<file path="config.mk">
export PLATFORM = sky130hd
export DESIGN_NAME = rect_pos_ctl_flat
export DESIGN_NICKNAME = d
export VERILOG_FILES = /design/src/rtl/rect_pos_ctl_if.sv /design/src/rtl/rect_pos_ctl.sv /design/src/flat_wrapper.sv
export SDC_FILE = /design/constraint.sdc
export NUM_CORES = 1
export LEC_CHECK = 0
export CAP_MARGIN = 10
export CORE_AREA = 4 4 98 100
export CTS_CLUSTER_DIAMETER = 150
export DETAILED_ROUTE_END_ITERATION = 8
export DIE_AREA = 0 0 102 104
export GPL_TIMING_DRIVEN = 0
export PLACE_DENSITY = 0.82
export SKIP_LAST_GASP = 1
export SYNTH_ARGS = -nofsm -noshare
export SYNTH_HDL_FRONTEND = slang
export SYNTH_SLANG_ARGS = --single-unit
</file>
<file path="constraint.sdc">
create_clock -name clk -period 4.68 [get_ports clk]
set_input_delay 1.17 -clock clk [delete_from_list [all_inputs] [get_ports clk]]
set_output_delay 1.17 -clock clk [all_outputs]
set_load 0.02 [all_outputs]
</file>
<file path="src/rtl/rect_pos_ctl_if.sv">
// Request bus between rectangle-update requesters and rect_pos_ctl.
// Coordinates are packed 12 bits per requester, requester i at [12i+11:12i].
interface rect_pos_ctl_if #(
  parameter int N_REQ = 3
);
  logic [N_REQ-1:0]    req_valid;
  logic [N_REQ-1:0]    req_en;
  logic [N_REQ-1:0]    req_ready;
  logic [12*N_REQ-1:0] req_x;
  logic [12*N_REQ-1:0] req_y;

  modport master (output req_valid, req_x, req_y, req_en, input req_ready);
  modport slave  (input req_valid, req_x, req_y, req_en, output req_ready);
endinterface

</file>
<file path="src/rtl/rect_pos_ctl.sv">
// Tear-free position/enable controller for one draw_rect: round-robin accepts
// updates into a shadow register and commits them only on the rising edge of vblnk.
//
// state  | meaning
// IDLE   | shadow empty, outputs current
// PEND   | shadow holds an uncommitted update
// COMMIT | one cycle: outputs load from shadow at the end of this cycle
module rect_pos_ctl #(
  parameter int N_REQ       = 3,
  parameter int RECT_WIDTH  = 48,
  parameter int RECT_HEIGHT = 64,
  parameter int H_ACTIVE    = 1024,
  parameter int V_ACTIVE    = 768,
  parameter int INIT_X      = 0,
  parameter int INIT_Y      = 0
) (
  input  logic                clk,
  input  logic                rst,
  input  logic                vblnk,
  rect_pos_ctl_if.slave       bus,
  output logic [11:0]         x_pos,
  output logic [11:0]         y_pos,
  output logic                enable,
  output logic                pending,
  output logic                frame_commit
);

  localparam int PW = $clog2(N_REQ);
  localparam logic [11:0] X_MAX = 12'(H_ACTIVE - RECT_WIDTH);
  localparam logic [11:0] Y_MAX = 12'(V_ACTIVE - RECT_HEIGHT);

  typedef enum logic [1:0] {IDLE, PEND, COMMIT} state_t;

  state_t        state, state_nx;
  logic [PW-1:0] ptr, grant_idx;
  logic          grant_any, accept;
  logic          vblnk_d, vblnk_rise;
  logic [11:0]   sel_x, sel_y, cl_x, cl_y;
  logic          sel_en;
  logic [11:0]   sh_x, sh_y, hd_x, hd_y;
  logic          sh_en, hd_en, hd_vld;
  logic          load_shadow, load_hold, do_commit;

  // First valid requester at or after ptr+1, wrapping.
  always_comb begin
    int idx;
    idx       = 0;
    grant_any = 1'b0;
    grant_idx = '0;
    for (int off = 1; off <= N_REQ; off++) begin
      idx = int'(ptr) + off;
      if (idx >= N_REQ) idx = idx - N_REQ;
      if (!grant_any && bus.req_valid[idx]) begin
        grant_any = 1'b1;
        grant_idx = PW'(idx);
      end
    end
  end

  assign accept     = grant_any && (state != COMMIT);
  assign vblnk_rise = vblnk & ~vblnk_d;

  always_comb begin
    bus.req_ready = '0;
    for (int i = 0; i < N_REQ; i++)
      bus.req_ready[i] = accept && (grant_idx == PW'(i));
  end

  always_comb begin
    sel_x  = bus.req_x[12*grant_idx +: 12];
    sel_y  = bus.req_y[12*grant_idx +: 12];
    sel_en = bus.req_en[grant_idx];
    cl_x   = (sel_x > X_MAX) ? X_MAX : sel_x;
    cl_y   = (sel_y > Y_MAX) ? Y_MAX : sel_y;
  end

  always_ff @(posedge clk) begin
    if (rst) state <= IDLE;
    else     state <= state_nx;
  end

  // An accept coinciding with the commit edge is parked in the hold register
  // so the current shadow commits untouched and the new value follows next frame.
  always_comb begin
    state_nx    = state;
    load_shadow = 1'b0;
    load_hold   = 1'b0;
    do_commit   = 1'b0;
    pending     = 1'b0;
    case (state)
      IDLE: begin
        if (accept) begin
          load_shadow = 1'b1;
          state_nx    = PEND;
        end
      end
      PEND: begin
        pending = 1'b1;
        if (vblnk_rise) begin
          state_nx  = COMMIT;
          load_hold = accept;
        end else begin
          load_shadow = accept;
        end
      end
      COMMIT: begin
        do_commit = 1'b1;
        state_nx  = hd_vld ? PEND : IDLE;
      end
      default: state_nx = IDLE;
    endcase
  end

  always_ff @(posedge clk) begin
    if (rst) begin
      vblnk_d      <= 1'b1;
      ptr          <= PW'(N_REQ - 1);
      sh_x         <= '0;
      sh_y         <= '0;
      sh_en        <= 1'b0;
      hd_x         <= '0;
      hd_y         <= '0;
      hd_en        <= 1'b0;
      hd_vld       <= 1'b0;
      x_pos        <= 12'(INIT_X);
      y_pos        <= 12'(INIT_Y);
      enable       <= 1'b0;
      frame_commit <= 1'b0;
    end else begin
      vblnk_d      <= vblnk;
      frame_commit <= do_commit;
      if (accept) ptr <= grant_idx;
      if (load_shadow) begin
        sh_x  <= cl_x;
        sh_y  <= cl_y;
        sh_en <= sel_en;
      end
      if (load_hold) begin
        hd_x   <= cl_x;
        hd_y   <= cl_y;
        hd_en  <= sel_en;
        hd_vld <= 1'b1;
      end
      if (do_commit) begin
        x_pos  <= sh_x;
        y_pos  <= sh_y;
        enable <= sh_en;
        if (hd_vld) begin
          sh_x   <= hd_x;
          sh_y   <= hd_y;
          sh_en  <= hd_en;
          hd_vld <= 1'b0;
        end
      end
    end
  end

endmodule

</file>
<file path="src/flat_wrapper.sv">
// flat-port wrapper written by rule: the top's interface ports become plain ports
module rect_pos_ctl_flat 
#(
  parameter int N_REQ       = 3,
  parameter int RECT_WIDTH  = 48,
  parameter int RECT_HEIGHT = 64,
  parameter int H_ACTIVE    = 1024,
  parameter int V_ACTIVE    = 768,
  parameter int INIT_X      = 0,
  parameter int INIT_Y      = 0
)
  (clk, rst, vblnk, x_pos, y_pos, enable, pending, frame_commit, bus_req_valid, bus_req_x, bus_req_y, bus_req_en, bus_req_ready);
  rect_pos_ctl_if #(.N_REQ(N_REQ)) bus_i ();
  input  logic clk;
  input  logic rst;
  input  logic vblnk;
  output logic [11:0] x_pos;
  output logic [11:0] y_pos;
  output logic enable;
  output logic pending;
  output logic frame_commit;
  input wire logic [$bits(bus_i.req_valid)-1:0] bus_req_valid;
  input wire logic [$bits(bus_i.req_x)-1:0] bus_req_x;
  input wire logic [$bits(bus_i.req_y)-1:0] bus_req_y;
  input wire logic [$bits(bus_i.req_en)-1:0] bus_req_en;
  output wire logic [$bits(bus_i.req_ready)-1:0] bus_req_ready;
  assign bus_i.req_valid = bus_req_valid;
  assign bus_i.req_x = bus_req_x;
  assign bus_i.req_y = bus_req_y;
  assign bus_i.req_en = bus_req_en;
  assign bus_req_ready = bus_i.req_ready;
  rect_pos_ctl #(.N_REQ(N_REQ), .RECT_WIDTH(RECT_WIDTH), .RECT_HEIGHT(RECT_HEIGHT), .H_ACTIVE(H_ACTIVE), .V_ACTIVE(V_ACTIVE), .INIT_X(INIT_X), .INIT_Y(INIT_Y)) u_core (.clk(clk), .rst(rst), .vblnk(vblnk), .bus(bus_i), .x_pos(x_pos), .y_pos(y_pos), .enable(enable), .pending(pending), .frame_commit(frame_commit));
endmodule
</file>
# Word level (Yosys, flattened, before mapping)
# Cells that the tools add are included.
[totals]
output_inout_bits = 30
wordCells = 97
regBits = 82
input_bits = 81
[op_classes]
n_shift = 2
multipliers = 1
magnitude_cmp = 9
muxes = 45
bitwise = 2
addsub = 6
n_eq_ne = 7
n_reduce_logical = 11
[ops]
columns = ["operator", "count"]
rows = [
  ["greater-or-equal comparator 32 x 3 -> 1 bit (second input constant)", 3],
  ["< comparator 32 x 4 -> 1 bit (second input constant)", 3],
  ["2-to-1 mux 12 bit", 8],
  ["2-to-1 mux 32 bit", 3],
  ["subtractor 32 x 3 -> 32 bit (second input constant)", 3],
  ["variable part select 36 x 7 -> 12 bit", 2],
  ["greater-than comparator 12 x 10 -> 1 bit (second input constant)", 2],
  ["2-to-1 mux 1 bit", 23],
  ["2-to-1 mux 2 bit", 5],
  ["binary-select mux 1 bit (select 2 bit)", 4],
  ["adder 2 x 2 -> 3 bit (second input constant)", 2],
  ["logical AND 1 bit", 6],
  ["one-hot mux 2 bit (3 select lines)", 1],
  ["equality test 2 x 1 -> 1 bit (second input constant)", 2],
  ["equality test 2 bit (second input constant)", 2],
  ["logical NOT 2 bit", 2],
  ["multiplier 2 x 2 -> 4 bit (first input constant)", 1],
  ["!= test 2 x 1 -> 1 bit (second input constant)", 2],
  ["adder 2 x 1 -> 3 bit (second input constant)", 1],
  ["< comparator 2 x 3 -> 1 bit (second input constant)", 1],
  ["logical NOT 1 bit", 2],
  ["!= test 2 bit (second input constant)", 1],
  ["one-hot mux 1 bit (2 select lines)", 1],
  ["AND reduction 2 bit", 1],
  ["other kinds (2)", 2],
]

# Logic depth before layout (Yosys ltp)
# Gate-level depths: netlist of run 1.
[depth]
ltp_word = 20
mapped_depth = 12
depth_no_buf = 9

# Worst setup path before layout of run 1
# Ideal clock, no wire load.
[synth_path]
path_kind = "input-to-output"
from = "input bus_req_valid[0]"
to = "output bus_req_ready[1]"
slack_ps = 807
arrival_time_ps = 2703
t_required_ps = 3510
path_stages = 8
cell_sequence = "mux2i_1 > o21ai_1 > nor4_2 > nor2_1 > clkbuf_1 > nand2_1 > o21bai_1 > inv_1"
[synth_between]
elab_chain_len = 12
[synth_lines]
columns = ["item", "line_no", "text"]
rows = [
  ["start: declaration", "flat_wrapper.sv:22", "input wire logic [$bits(bus_i.req_valid)-1:0] bus_req_valid;"],
  ["binary-select mux 1 bit (select 2 bit)", "rect_pos_ctl.sv:53", "if (!grant_any && bus.req_valid[idx]) begin"],
  ["2-to-1 mux 1 bit (not written as such) (2 in a row)", "rect_pos_ctl.sv:53", ""],
  ["2-to-1 mux 1 bit", "rect_pos_ctl.sv:53", ""],
  ["logical NOT 1 bit", "rect_pos_ctl.sv:53", ""],
  ["logical AND 1 bit", "rect_pos_ctl.sv:53", ""],
  ["2-to-1 mux 1 bit", "rect_pos_ctl.sv:53", ""],
  ["logical NOT 1 bit", "rect_pos_ctl.sv:53", ""],
  ["logical AND 1 bit", "rect_pos_ctl.sv:53", ""],
  ["2-to-1 mux 2 bit or 2-to-1 mux 1 bit (tied branches)", "rect_pos_ctl.sv:53", ""],
  ["equality test 2 x 1 -> 1 bit or logical AND 1 bit (tied branches)", "rect_pos_ctl.sv:66, rect_pos_ctl.sv:60", ""],
  ["logical AND 1 bit (*)", "rect_pos_ctl.sv:66", "bus.req_ready[i] = accept && (grant_idx == PW'(i));"],
  ["end: declaration", "flat_wrapper.sv:26", "output wire logic [$bits(bus_i.req_ready)-1:0] bus_req_ready;"],
]
# Mark *: on every way between the ends. The rest lies on a longest branch, timed or not. The select of a mux whose other input is x is not followed.

# Worst setup path in the final report of run 1
[layout_path]
from = "input bus_req_valid[1]"
to = "output bus_req_ready[1]"
# The elaborated chain is that of the path after synthesis.

==> reports/results.ini, run 1 <==
[yosys]
synthesis.area_mm2 = 0.00430
synth-seq-area-share = 0.382
synthArstFlopShare = 0
yosysWarnings = 0
synth.avg_cell_area_um2 = 7.53
syn-num-nets = 656
synth_seq_cells = 82
synth_ff_type = dfxtp_1
synthCells = 571
synth-edff-count = 0
synth_cell_types = 57

[route]
vias = 4677
post-route-drc-count = 0
firstDrtPassIters = 5
routed_wirelength_mm = 13.1
dr.first_iter.drc_count = 348
viasPerCell = 5.80
post_drt_wl_per_cell_um = 16.3
final_antenna_net_count = 0

[hold_path]
hp-class = register to register

[worst_setup_path]
worstPathArrival_ns = 3.38
slowest_delay_ns = 0.60
worst-path-max-fanout = 10
worstSetupPathType = input pin to primary output
crit_path_start_kind = input pin
critPathCaptureType = primary output
critPathRequiredTime_ns = 3.51
crit_chain = clkdlybuf4s50_1 -> o21ai_1 -> a21boi_2 -> nor4_4 -> nor2_4 -> clkbuf_4 -> nand2_1 -> o21bai_1 -> inv_1 -> dlygate4sd2_1
cp_slowest_cell = clkdlybuf4s50_1

[die]
dieWidth_um = 102
die_h_um = 104
start_util = 0.496
std_cell_rows = 34
core_area_mm2 = 0.00868
pin_count = 111
die-area_mm2 = 0.0106

[cells_and_area]
antenna_cells = 0
nNetsFinal = 779
area_growth_pct = 34.3
drive_gt1_frac = 0.0658

[clock_tree]
worstSkewPairLatency_ns = 0.35
tritoncts.num_buffers = 9
root_buffer = clkbuf_8
path_clk_slew_ns = 0.08
cts_tree = yes
clockBufferDepth = 2
cts.sinks = 82
h-tree-depth = 3

[global_route]
grt_pass1_wl_mm = 21.2
grt_max_degree = 14
grt_usage = 0.245
grt_pass1_vias = 4342
grt.overflow.total = 0
antenna_found_initial = 0

[sta]
fmax_mhz = 220
period_minus_slack_ns = 4.55
clock_skew_ns = 0.00666
final.setup.tns_ns = 0
setup_viol = 0
slew_headroom = 0.546
rsz0062_at_grt = false
hold_slack_ns = 0.457
fin_crit_sh = 0.972
hold_viol = 0
worst_pin_slew_ns = 0.678
slew_viol_final = 0

[place]
port_buffers = 109
gp_congestion = 0.913
dp_hpwl_mm = 10.3

[status]
status = finished, final reports clean

[power]
leakagePower_nw = 2.12
cellPowerDensity_mw_per_mm2 = 536
vdd_drop_max_mv = 0.297

[job]
drv_cap = 0

-- synthesized netlist by cell type, types with 6 or more instances --
library cell	n	area (µm²)
nand2_1	105	394
nor4_1	7	43.8
nand4_1	8	50.1
inv_1	6	22.5
o21ai_0	23	115
a311o_1	6	60.1
and3_1	6	37.5
nand3_1	27	135
dfxtp_1	82	1640
nor2_1	63	236
nor3_1	23	115
o21ai_1	13	65.1
a31oi_1	9	56.3
a21oi_1	47	235
clkbuf_1	31	116
a2111oi_0	6	52.6
o31ai_1	13	97.6
mux2i_1	11	110
-- final cells by class --
type	instances	area, µm²
buffer	41	170
clock buffer	11	141
clock inverter	5	30.0
fill	759	2900
inverter	6	22.5
multi-input combinational	442	2520
sequential	82	1640
tap	108	135
timing repair buffer	112	1110
-- metrics by stage --
step	instance area (µm²)	instances	setup slack (ns)	power, mW	util
after floorplan	4300	571	0.807	2.03	-
after global placement	5530	788	-0.764	2.51	0.637
after detailed placement	5530	788	-0.821	2.55	0.637
after CTS	5770	807	0.0947	3.06	0.664
after global routing	5780	807	0.0174	3.28	0.666
final	5780	807	0.133	3.09	0.666
-- worst paths after layout --
check / cells after the start / from / end / slack (ns)
worst min-delay path: 2 / u_core.y_pos[3]$_SDFFE_PP0P_ / u_core.y_pos[3]$_SDFFE_PP0P_ / 0.46
worst min register to register: 2 / u_core.y_pos[3]$_SDFFE_PP0P_ / u_core.y_pos[3]$_SDFFE_PP0P_ / 0.46
worst max register to register: 12 / u_core.ptr[0]$_SDFFE_PP0P_ / u_core.hd_y[3]$_SDFFE_PP0P_ / 1.08
worst max-delay path: 10 / bus_req_valid[1] / bus_req_ready[1] / 0.13
-- sequential cells by signal, summed over array words and instances (netlist names) --
register and flops:
u_core.hd_vld 1, u_core.hd_x 12, u_core.sh_en 1, u_core.enable 1, u_core.vblnk_d 1, u_core.hd_y 12, u_core.frame_commit 1, u_core.hd_en 1
u_core.sh_x 12, u_core.state 2, u_core.x_pos 12, u_core.ptr 2, u_core.y_pos 12, u_core.sh_y 12
-- where the power goes --
part / internal, mW / leakage (nW) / switching, mW
clock: 0.204 / 0.0851 / 0.249
sequential: 0.790 / 0.666 / 0.0741
combinational: 0.642 / 1.37 / 1.13
total: 1.64 / 2.12 / 1.46
-- placed cells by master, fill, tap and decap left out, types with 6 or more instances in the layout --
cell type          n
nor2_1            62
inv_1              6
nand3_1           27
clkbuf_1          31
o31ai_1           13
mux2i_1           11
a311o_1            6
and3_1             6
clkdlybuf4s50_1  104
dfxtp_1           82
nand2_1          105
nand4_1            8
o21ai_0           23
a2111oi_0          6
nor4_1             7
a21oi_1           47
nor3_1            22
a31oi_1            9
o21ai_1           12
clkbuf_8          10
-- routing by layer --
| layer | vias to the layer above | GRT usage | wire, µm | share of wire |
|---|---|---|---|---|
| met3 | 20 | 0.0637 | 1180 | 0.090 |
| met5 | - | 0 | 0 | 0 |
| met2 | 220 | 0.392 | 6180 | 0.47 |
| li1 | 2306 | - | - | - |
| met1 | 2131 | 0.328 | 5590 | 0.42 |
| met4 | 0 | 0.0590 | 198 | 0.015 |
-- worst max-delay path, delay by kind of cell --
| kind | cells | cell delay (ns) |
|---|---|---|
| buf+inv | 4 | 1.26 |
| compound gates | 3 | 0.57 |
| simple gates | 3 | 0.38 |
-- kinds of logic (layout without fill, tap and decap cells) --
group,count (synthesis),after routing,share of synthesized area
adder cells (fa/ha/maj),4,4,0.0116
flip-flops,82,82,0.382
buffers and inverters,47,175,0.0439
AND/OR/NAND/NOR,268,268,0.288
AO/OA/AOI/OAI,158,158,0.245
multiplexers,12,12,0.0291
-- timing repair --
item | 4_1_cts | 5_1_grt
endpoints found under the setup margin | 3 | 2
pin swaps | 3 | 1
setup buffers | 3 | 0
hold buffers | 0 | 0
resized for setup | 13 | 3
gates cloned | 0 | 0
No activity file was read; power rests on OpenSTA's default activity.
==> run 2, diff against run 1 <==
- CORE_AREA: 4 4 98 100 -> 2 2 96 98
- DIE_AREA: 0 0 102 104 -> 0 0 98 100
- SKIP_LAST_GASP: 1 -> not set
==> run 2 against run 1 <==
Effect of this change: die area down 7.6%; fmax hardly changed; register-to-register slack about the same; global-route usage up 1.4 points; routed wire length fell by 1.5%; utilization shrank 1.7 points; design area shrank 0.13%; count of clock-buffer cells in the layout grew 2; hold slack lost 0.0051 ns; total power barely moved; clock power grew 0.9%; clock skew shrank 0.00058 ns; critical path type unchanged; largest cell class unchanged.
==> reports/results.ini, run 2 (same netlist as run 1, synthesis figures left out) <==
[route]
routed_wirelength_mm = 13.0
dr.first_iter.drc_count = 368
vias = 4754
post_drt_wl_per_cell_um = 16.0
final_antenna_net_count = 0
viasPerCell = 5.88
firstDrtPassIters = 5
post-route-drc-count = 0

[sta]
fmax_mhz = 220
period_minus_slack_ns = 4.55
hold_viol = 0
rsz0062_at_grt = false
slew_headroom = 0.563
setup_ws_ns = 0.132
slew_viol_final = 0
setup_viol = 0
clock_skew_ns = 0.00608
fin_crit_sh = 0.972
worst_pin_slew_ns = 0.654

[worst_setup_path]
worstSetupPathType = input pin to primary output
worst-path-max-fanout = 7
cp_num_buf_inv = 4
slowest_delay_ns = 0.53
critPathCaptureType = primary output
crit_path_start_kind = input pin
crit_family = buffers and inverters
worstPathArrival_ns = 3.38
crit_chain = clkdlybuf4s50_1 -> mux2i_1 -> o21ai_2 -> buf_4 -> nor3_1 -> nor2_1 -> nand2_1 -> o21bai_1 -> inv_1 -> dlygate4sd2_1
cp_slowest_cell = clkdlybuf4s50_1
critPathRequiredTime_ns = 3.51

[global_route]
grt_pass1_wl_mm = 20.8
grtUsageMet1 = 0.333
grt_max_degree = 13
grt_pass1_vias = 4390
grt_use_met2 = 0.437
met3_usage = 0.0571
antenna_found_initial = 0
grt_usage = 0.259
grt.overflow.total = 0
grt.busiest_layer = met2

[clock_tree]
cts_tree = yes
worstSkewPairLatency_ns = 0.36
clockBufferDepth = 2
path_clk_slew_ns = 0.07
root_buffer = clkbuf_8
tritoncts.num_buffers = 9
cts.sinks = 82
ctsHoldBuffers = 0
h-tree-depth = 3

[die]
std_cell_rows = 35
start_util = 0.484
core_area_mm2 = 0.00889
dieWidth_um = 98
pin_count = 111
die-area_mm2 = 0.00980
die_h_um = 100

[cells_and_area]
nNetsFinal = 779
final_cell_mix = clkdlybuf4s50_1 (106), nand2_1 (105), dfxtp_1 (82)
area_growth_pct = 34.1
antenna_cells = 0
final_cell_area_mm2 = 0.00577
drive_gt1_frac = 0.0616
fin_util = 0.649
final_common_cell = clkdlybuf4s50_1
fillers = 774

[power]
leakagePower_nw = 2.12
total_power_mw = 3.09
vdd_drop_max_mv = 0.341
cellPowerDensity_mw_per_mm2 = 536

[job]
drv_cap = 0

[place]
place_area_mm2 = 0.00553
port_buffers = 109
dp_hpwl_mm = 9.99
gp_congestion = 0.952
dpl_worst_slack_ns = -0.722

[hold_path]
hp-class = register to register

[status]
status = finished, final reports clean

run 2: cell types whose count changed in the layout (fill, tap and decap cells not counted), sizes merged:
| cell | change |
|---|---|
| buf | +1 |
| dlygate4sd2 | -1 |
| clkbuf | +1 |
| clkinv | -2 |
| clkinvlp | -1 |
| dlymetal6s2s | -1 |
| clkdlybuf4s50 | +2 |
run 2: routing by layer:
layer | vias to the layer above | routed length [µm]
li1 | 2311 | -
met1 | 2187 | 5560
met2 | 235 | 6130
met3 | 21 | 1020
met4 | 0 | 247
met5 | - | 0
run 2: where the power goes:
group	total (mW)	switching (mW)	internal, mW
Clock	0.457	0.239	0.218
Combinational	1.77	1.13	0.643
Sequential	0.864	0.0742	0.790
run 2: cell type report:
cell class,instances,area (µm²),area share
tap,111,139,0.0241
buffer,41,171,0.0297
clock inverter,2,12.5,0.00217
multi-input combinational,442,2510,0.435
clock buffer,13,159,0.0275
inverter,6,22.5,0.00390
timing repair buffer,112,1110,0.193
sequential,82,1640,0.285
run 2: path summary, 6_finish.rpt:
kind / endpoint / slack (ns) / depth (start not counted) / from
worst min register to register: u_core.hd_x[2]$_SDFFE_PP0P_ / 0.45 / 2 / u_core.hd_x[2]$_SDFFE_PP0P_
worst max register to register: u_core.hd_y[4]$_SDFFE_PP0P_ / 1.09 / 12 / u_core.ptr[0]$_SDFFE_PP0P_
worst min-delay path: u_core.hd_x[2]$_SDFFE_PP0P_ / 0.45 / 2 / u_core.hd_x[2]$_SDFFE_PP0P_
worst max-delay path: bus_req_ready[1] / 0.13 / 10 / bus_req_valid[0]
run 2: repair_timing:
item / in CTS / in global routing
setup endpoints to repair: 3 / 2
setup buffers: 3 / 0
endpoints found under the hold margin: 0 / 0
pin swaps: 4 / 0
gates resized for setup: 11 / 4
run 2: worst reg2reg max path, delay by kind of cell (launching register included):
family	cells	cell delay, ns
buffers and inverters	4	0.71
AOI/OAI and AO/OA	4	0.93
DFF	1	0.54
adders and majority gates	1	0.41
muxes	1	0.25
and+or+nand+nor	2	0.68
run 2: per-stage QoR:
stage                     std cells  setup TNS [ns]  hold WS (ns)
after floorplan                 571               0         0.426
after global placement          791           -1.85         0.435
after detailed placement        791           -1.93         0.440
after CTS                       809               0         0.450
after global routing            809               0         0.463
final                           809               0         0.452
